--- config.mk ---
export PLATFORM = sky130hd
export DESIGN_NAME = sti_rx_flat
export DESIGN_NICKNAME = d
export VERILOG_FILES = /design/src/rtl/sti_rx_if.sv /design/src/rtl/sti_rx.sv /design/src/flat_wrapper.sv
export SDC_FILE = /design/constraint.sdc
export NUM_CORES = 1
export LEC_CHECK = 0
export ABC_AREA = 1
export ABC_CLOCK_PERIOD_IN_PS = 2570
export CORE_ASPECT_RATIO = 0.75
export CORE_MARGIN = 2
export CORE_UTILIZATION = 55
export CTS_CLUSTER_SIZE = 12
export DETAILED_ROUTE_END_ITERATION = 8
export PLACE_DENSITY_LB_ADDON = 0.3
export SYNTH_ARGS = -nofsm -noshare
export SYNTH_HDL_FRONTEND = slang
export SYNTH_SLANG_ARGS = --single-unit
export TNS_END_PERCENT = 5
--- constraint.sdc ---
create_clock -name clk -period 2.57 [get_ports clk]
set_input_delay 0.514 -clock clk [delete_from_list [all_inputs] [get_ports clk]]
set_output_delay 0.514 -clock clk [all_outputs]
set_load 0.02 [all_outputs]
--- src/rtl/sti_rx_if.sv ---
// sti_rx_if: bundles the configuration, serial-link and parallel-output
// signals of the STI receiver.
//   slave  modport: seen by the receiver (cfg_*/si_* in, po_*/status out)
//   master modport: seen by whatever drives the link and reads the payload
// Parameter CNT_W sets the width of frame_cnt.
interface sti_rx_if #(
  parameter int CNT_W = 8
);
  logic             cfg_load;
  logic [1:0]       cfg_length;
  logic             cfg_fill;
  logic             cfg_msb;
  logic             cfg_low;
  logic             cfg_ready;
  logic             si_data;
  logic             si_valid;
  logic [15:0]      po_data;
  logic             po_valid;
  logic             po_err;
  logic             frame_err;
  logic [CNT_W-1:0] frame_cnt;
  logic             busy;

  modport slave (
    input  cfg_load, cfg_length, cfg_fill, cfg_msb, cfg_low,
    input  si_data, si_valid,
    output cfg_ready, po_data, po_valid, po_err, frame_err, frame_cnt, busy
  );

  modport master (
    output cfg_load, cfg_length, cfg_fill, cfg_msb, cfg_low,
    output si_data, si_valid,
    input  cfg_ready, po_data, po_valid, po_err, frame_err, frame_cnt, busy
  );
endinterface

--- src/rtl/sti_rx.sv ---
// sti_rx: serial-to-parallel receiver for the STI link.
// Collects an 8/16/24/32-bit frame one bit per cycle, extracts the 16-bit
// payload according to the latched format and flags nonzero padding bits.
// Ports:
//   clk   - rising-edge clock
//   reset - synchronous, active-high reset
//   bus   - sti_rx_if.slave: cfg_* capture (cfg_load/cfg_ready), serial
//           input (si_data/si_valid), payload output (po_data/po_valid/
//           po_err) and status (frame_err, frame_cnt, busy)
module sti_rx #(
  parameter int CNT_W = 8
) (
  input  logic   clk,
  input  logic   reset,
  sti_rx_if.slave bus
);

  typedef enum logic [1:0] {IDLE = 2'd0, ARMED = 2'd1, RECV = 2'd2, DONE = 2'd3} state_t;

  state_t           state_r, state_n;
  logic [1:0]       len_r;
  logic             fill_r, msb_r, low_r;
  logic [4:0]       cnt_r, cnt_n;
  logic [31:0]      frame_r, frame_n;
  logic             latch_cfg_s, frame_err_s, done_s;
  logic [4:0]       frame_last_s;
  logic [4:0]       bit_idx_s;

  logic [15:0]      po_data_r;
  logic             po_valid_r, po_err_r, frame_err_r, cfg_ready_r, busy_r;
  logic [CNT_W-1:0] frame_cnt_r;

  // Payload field selection for the latched format.
  function automatic logic [15:0] extract(input logic [1:0] len, input logic fill,
                                          input logic low, input logic [31:0] f);
    logic [15:0] p;
    case (len)
      2'b00:   p = low ? {f[7:0], 8'h00} : {8'h00, f[7:0]};
      2'b01:   p = f[15:0];
      2'b10:   p = fill ? f[23:8] : f[15:0];
      2'b11:   p = fill ? f[31:16] : f[15:0];
      default: p = 16'h0000;
    endcase
    return p;
  endfunction

  // Any set bit inside the frame but outside the payload field.
  function automatic logic pad_err(input logic [1:0] len, input logic fill,
                                   input logic [31:0] f);
    logic e;
    case (len)
      2'b10:   e = fill ? (|f[7:0]) : (|f[23:16]);
      2'b11:   e = fill ? (|f[15:0]) : (|f[31:16]);
      default: e = 1'b0;
    endcase
    return e;
  endfunction

  // N-1 for the latched length is simply {len,3'b111}.
  assign frame_last_s = {len_r, 3'b111};
  assign bit_idx_s    = msb_r ? (frame_last_s - cnt_r) : cnt_r;

  // Next-state, bit counter and frame assembly.
  always_comb begin
    state_n     = state_r;
    cnt_n       = cnt_r;
    frame_n     = frame_r;
    latch_cfg_s = 1'b0;
    frame_err_s = 1'b0;
    done_s      = 1'b0;
    case (state_r)
      IDLE: begin
        cnt_n   = 5'd0;
        frame_n = 32'd0;
        if (bus.cfg_load) begin
          latch_cfg_s = 1'b1;
          state_n     = ARMED;
        end else begin
          state_n = IDLE;
        end
      end
      ARMED: begin
        if (bus.si_valid) begin
          frame_n            = 32'd0;
          frame_n[bit_idx_s] = bus.si_data;
          cnt_n              = 5'd1;
          state_n            = RECV;
        end else begin
          state_n = ARMED;
        end
      end
      RECV: begin
        if (bus.si_valid) begin
          frame_n[bit_idx_s] = bus.si_data;
          cnt_n              = cnt_r + 5'd1;
          if (cnt_r == frame_last_s) begin
            // This edge samples the Nth bit.
            done_s  = 1'b1;
            state_n = DONE;
          end else begin
            state_n = RECV;
          end
        end else begin
          frame_err_s = 1'b1;
          cnt_n       = 5'd0;
          frame_n     = 32'd0;
          state_n     = IDLE;
        end
      end
      DONE: begin
        cnt_n   = 5'd0;
        state_n = IDLE;
      end
      default: begin
        cnt_n   = 5'd0;
        frame_n = 32'd0;
        state_n = IDLE;
      end
    endcase
  end

  // State, configuration latch and registered outputs.
  always_ff @(posedge clk) begin
    if (reset) begin
      state_r     <= IDLE;
      len_r       <= 2'b00;
      fill_r      <= 1'b0;
      msb_r       <= 1'b0;
      low_r       <= 1'b0;
      cnt_r       <= 5'd0;
      frame_r     <= 32'd0;
      po_data_r   <= 16'h0000;
      po_valid_r  <= 1'b0;
      po_err_r    <= 1'b0;
      frame_err_r <= 1'b0;
      frame_cnt_r <= {CNT_W{1'b0}};
      cfg_ready_r <= 1'b1;
      busy_r      <= 1'b0;
    end else begin
      state_r <= state_n;
      cnt_r   <= cnt_n;
      frame_r <= frame_n;
      if (latch_cfg_s) begin
        len_r  <= bus.cfg_length;
        fill_r <= bus.cfg_fill;
        msb_r  <= bus.cfg_msb;
        low_r  <= bus.cfg_low;
      end
      // Payload is built from the frame including the bit sampled this edge.
      if (done_s) begin
        po_data_r <= extract(len_r, fill_r, low_r, frame_n);
        po_err_r  <= pad_err(len_r, fill_r, frame_n);
      end else begin
        po_err_r  <= 1'b0;
      end
      po_valid_r  <= done_s;
      frame_err_r <= frame_err_s;
      // Counter steps on the edge that ends the DONE cycle.
      if (state_r == DONE) begin
        frame_cnt_r <= frame_cnt_r + {{(CNT_W-1){1'b0}}, 1'b1};
      end
      cfg_ready_r <= (state_n == IDLE);
      busy_r      <= (state_n == ARMED) || (state_n == RECV);
    end
  end

  assign bus.po_data   = po_data_r;
  assign bus.po_valid  = po_valid_r;
  assign bus.po_err    = po_err_r;
  assign bus.frame_err = frame_err_r;
  assign bus.frame_cnt = frame_cnt_r;
  assign bus.cfg_ready = cfg_ready_r;
  assign bus.busy      = busy_r;

endmodule

--- src/flat_wrapper.sv ---
// flat-port wrapper written by rule: the top's interface ports become plain ports
module sti_rx_flat 
#(
  parameter int CNT_W = 8
)
  (clk, reset, bus_cfg_load, bus_cfg_length, bus_cfg_fill, bus_cfg_msb, bus_cfg_low, bus_si_data, bus_si_valid, bus_cfg_ready, bus_po_data, bus_po_valid, bus_po_err, bus_frame_err, bus_frame_cnt, bus_busy);
  sti_rx_if #(.CNT_W(CNT_W)) bus_i ();
  input  logic clk;
  input  logic reset;
  input wire logic [$bits(bus_i.cfg_load)-1:0] bus_cfg_load;
  input wire logic [$bits(bus_i.cfg_length)-1:0] bus_cfg_length;
  input wire logic [$bits(bus_i.cfg_fill)-1:0] bus_cfg_fill;
  input wire logic [$bits(bus_i.cfg_msb)-1:0] bus_cfg_msb;
  input wire logic [$bits(bus_i.cfg_low)-1:0] bus_cfg_low;
  input wire logic [$bits(bus_i.si_data)-1:0] bus_si_data;
  input wire logic [$bits(bus_i.si_valid)-1:0] bus_si_valid;
  output wire logic [$bits(bus_i.cfg_ready)-1:0] bus_cfg_ready;
  output wire logic [$bits(bus_i.po_data)-1:0] bus_po_data;
  output wire logic [$bits(bus_i.po_valid)-1:0] bus_po_valid;
  output wire logic [$bits(bus_i.po_err)-1:0] bus_po_err;
  output wire logic [$bits(bus_i.frame_err)-1:0] bus_frame_err;
  output wire logic [$bits(bus_i.frame_cnt)-1:0] bus_frame_cnt;
  output wire logic [$bits(bus_i.busy)-1:0] bus_busy;
  assign bus_i.cfg_load = bus_cfg_load;
  assign bus_i.cfg_length = bus_cfg_length;
  assign bus_i.cfg_fill = bus_cfg_fill;
  assign bus_i.cfg_msb = bus_cfg_msb;
  assign bus_i.cfg_low = bus_cfg_low;
  assign bus_i.si_data = bus_si_data;
  assign bus_i.si_valid = bus_si_valid;
  assign bus_cfg_ready = bus_i.cfg_ready;
  assign bus_po_data = bus_i.po_data;
  assign bus_po_valid = bus_i.po_valid;
  assign bus_po_err = bus_i.po_err;
  assign bus_frame_err = bus_i.frame_err;
  assign bus_frame_cnt = bus_i.frame_cnt;
  assign bus_busy = bus_i.busy;
  sti_rx #(.CNT_W(CNT_W)) u_core (.clk(clk), .reset(reset), .bus(bus_i));
endmodule
==> metrics.csv <==
stage,metric,value,unit
run_status,status,"complete, no violations",
critical_path,crit_buf_inv,4,
timing,tightest_slew,719,ps
critical_path,startpoint_type,flop,
finish,n_fill_cell,813,
critical_path,cp_max_fo,9,
logic_synthesis,ys_ff_latch,73,
critical_path,cpPeakStageDelay,320,ps
cts,root_buffer,clkbuf_16,
logic_synthesis,synth_top_cell_area_share,28.8,%
critical_path,arrival,2710,ps
critical_path,cp_slowest_cell,dfxtp_1,
logic_synthesis,synth_enable_flop_cells,0,
job,cap_violations,0,
drt,via_count,5620,
cts,clk_latency,340,ps
cts,cts_buffers,9,
logic_synthesis,synthesis.area,0.00507,sq mm
floorplan,die-width,115,um
logic_synthesis,synth_xor_area_share,1.98,%
logic_synthesis,syn_nets,853,
timing,setup_ws,144,ps
timing,finalSetupViolCount,0,
floorplan,dieArea,0.0100,sq mm
drt,firstDrtPassIters,5,
logic_synthesis,syn_avg_cell_area,6.09,sq um
grt,antenna_found_initial,0,
logic_synthesis,synth_async_sr_flop_share,0,%
cts,clock-sinks,73,
logic_synthesis,ys_types,39,
timing,finClkSkew,4.25,ps
finish,layout.nets,898,
grt,grt_pass1_vias,5213,
cts,clock_path_buffers,2,
floorplan,io_pins,39,
place,port_buffers,38,
critical_path,required,2850,ps
grt,grtUsageTotal,32.6,%
cts,cts_max_level,3,
drt,drtIter0Drc,569,
logic_synthesis,ys_warn_count,0,
place,gp_congestion,0.933,
logic_synthesis,synth_ff_type,dfxtp_1,
critical_path,worst-setup-path-type,reg2reg,
finish,final_layout_size_suffix_gt1_share,11.8,%
power,ir_drop,0.391,mV
finish,area_growth,20.8,%
drt,detail-route-antenna-nets,0,
grt,grt.overflow.total,0,
timing,hold_viol,0,
timing,clock.fmax,412,MHz
finish,final_area,0.00612,sq mm
logic_synthesis,synth-adder-area-share,2.72,%
drt,vias_per_cell,5.66,
logic_synthesis,yosys.area_share.simple,40.2,%
timing,maxSlewHeadroom,52.0,%
place,hpwl,11200,um
timing,finalCritPeriodShare,94.4,%
floorplan,initial_core_util,56.3,%
place,dp_slack,-17.7,ps
grt,grt_pass1_wl,25600,um
power,leakagePower,2.59,nW
worst_hold_path,hold_path_class,reg2reg,
timing,post-route-min-period,2430,ps
finish,antenna_cells,0,
cts,clk_pin_slew,60,ps
critical_path,cp_common_cell,nand2_1,
critical_path,worstSetupEndpointType,flop,
cts,cts_tree,done,
logic_synthesis,synth_area_leaders,"dfxtp_1 (29%), nand2_1 (17%), nor2_1 (9.0%)",
power,cellPowerDensity,529,mW/mm^2
floorplan,die_y,87.1,um
drt,totalWireLength,15600,um
logic_synthesis,synth_top_family_by_area,simple AND/OR/NAND/NOR gates,
timing,setup-tns-final,0,ps
drt,route.detailed.drc,0,
logic_synthesis,synth_largest_area_cell,dfxtp_1,
logic_synthesis,seq_area_frac_synth,28.8,%
grt,grt_max_degree,46,
logic_synthesis,synthMuxAreaShare,0,%
floorplan,core-area,0.00901,sq mm
logic_synthesis,synth-compound-area-share,14.7,%
critical_path,cp_top_family,simple AND/OR/NAND/NOR gates,
cts,cts_hold_buf,0,
critical_path,crit_chain,inv_1 > ha_1 > nand2_1 > o21ai_2 > buf_6 > buf_4 > nand3_2 > nor2_2 > nand2_1 > nand3_1 > nand2_1 > nand2_1 > inv_1 > nand2_1 > nor2_1 > nor2_1 > nand2_1 > a21oi_2,
floorplan,rows,30,
place,placed_area,0.00573,sq mm
drt,wl_per_cell,15.7,um
timing,timing.final.max_slew_violations,0,
logic_synthesis,synthCells,832,
[power breakdown]
part	internal [mW]	switching (mW)	total, mW
combinational	0.171	0.342	0.513
sequential	1.15	0.0142	1.16
clock	1.04	0.518	1.56
total	2.36	0.873	3.24
[per-stage QoR]
step	cells	hold slack [ps]	util (%)	total power, mW
floorplan	832	475	-	1.51
global placement	976	442	63.6	1.67
detailed placement	976	450	63.6	1.68
CTS	991	461	67.6	3.23
global route	993	484	67.9	3.34
finish	993	469	67.9	3.24
[repair_timing]
item                                    4_1_cts  5_1_grt
endpoints found under the setup margin        0        5
resized for setup                             0        7
setup buffers                                 0        2
[final timing paths]
| path | startpoint | endpoint | slack (ps) | cells after the start |
|---|---|---|---|---|
| setup / recovery | u_core.len_r[0] | u_core.bus.po_err | 140 | 18 |
| hold / removal | u_core.bus.frame_cnt[7] | u_core.bus.frame_cnt[7] | 470 | 1 |
| setup reg to reg | u_core.len_r[0] | u_core.bus.po_err | 140 | 18 |
| hold reg to reg | u_core.bus.frame_cnt[7] | u_core.bus.frame_cnt[7] | 470 | 1 |
[area by class of cell]
cell class                      instances  area [sq um]  share of cell area (%)
Multi-Input combinational cell        615          3030                    49.6
Clock buffer                           10           229                    3.74
Timing Repair Buffer                   71           719                    11.8
Inverter                              107           407                    6.64
Clock inverter                          5           129                    2.11
Sequential cell                        73          1460                    23.9
Tap cell                              112           140                    2.29
[sequential cells by signal, indices dropped and copies added, names as in the netlist]
register,cells
u_core.state_r,2
u_core.low_r,1
u_core.frame_r,32
u_core.bus.frame_cnt,8
u_core.msb_r,1
u_core.cnt_r,5
u_core.bus.po_valid,1
u_core.fill_r,1
u_core.bus.frame_err,1
u_core.bus.busy,1
u_core.len_r,2
u_core.bus.po_data,16
u_core.bus.po_err,1
u_core.bus.cfg_ready,1
[layer usage]
| layer | track usage (%) | share of wire [%] |
|---|---|---|
| met4 | 12.8 | 2.6 |
| met5 | 0 | 0 |
| met2 | 52.4 | 45 |
| met3 | 6.40 | 9.1 |
| met1 | 43.6 | 44 |
[synthesized netlist by cell type, drive strengths merged, types with 3 or more instances]
| master | count |
|---|---|
| dfxtp | 73 |
| nand4 | 21 |
| inv | 105 |
| xnor2 | 3 |
| ha | 11 |
| o21ai | 87 |
| nor2 | 129 |
| a31oi | 15 |
| nor3 | 7 |
| nand3 | 56 |
| buf | 13 |
| nand3b | 5 |
| clkbuf | 24 |
| a21oi | 34 |
| nand2 | 239 |
[placed cells by master (no fill, tap or decap), drive strengths merged, types with 3 or more instances in the layout]
cell type / instances
o21ai: 87
xnor2: 3
clkinv: 3
buf: 33
nand3b: 5
nor3: 7
clkdlybuf4s50: 38
inv: 105
ha: 11
nand2: 239
clkbuf: 10
a21oi: 34
nand3: 56
bufinv: 4
nand4: 21
nor2: 129
dfxtp: 73
a31oi: 15
[kinds of logic after synthesis]
group,Yosys count
xor gates and xnor gates,5
buffers and inverters,144
adders and majority gates,11
and+or+nand+nor,459
AOI/OAI and AO/OA,140
DFF,73
(Power assumes the default switching activity.)
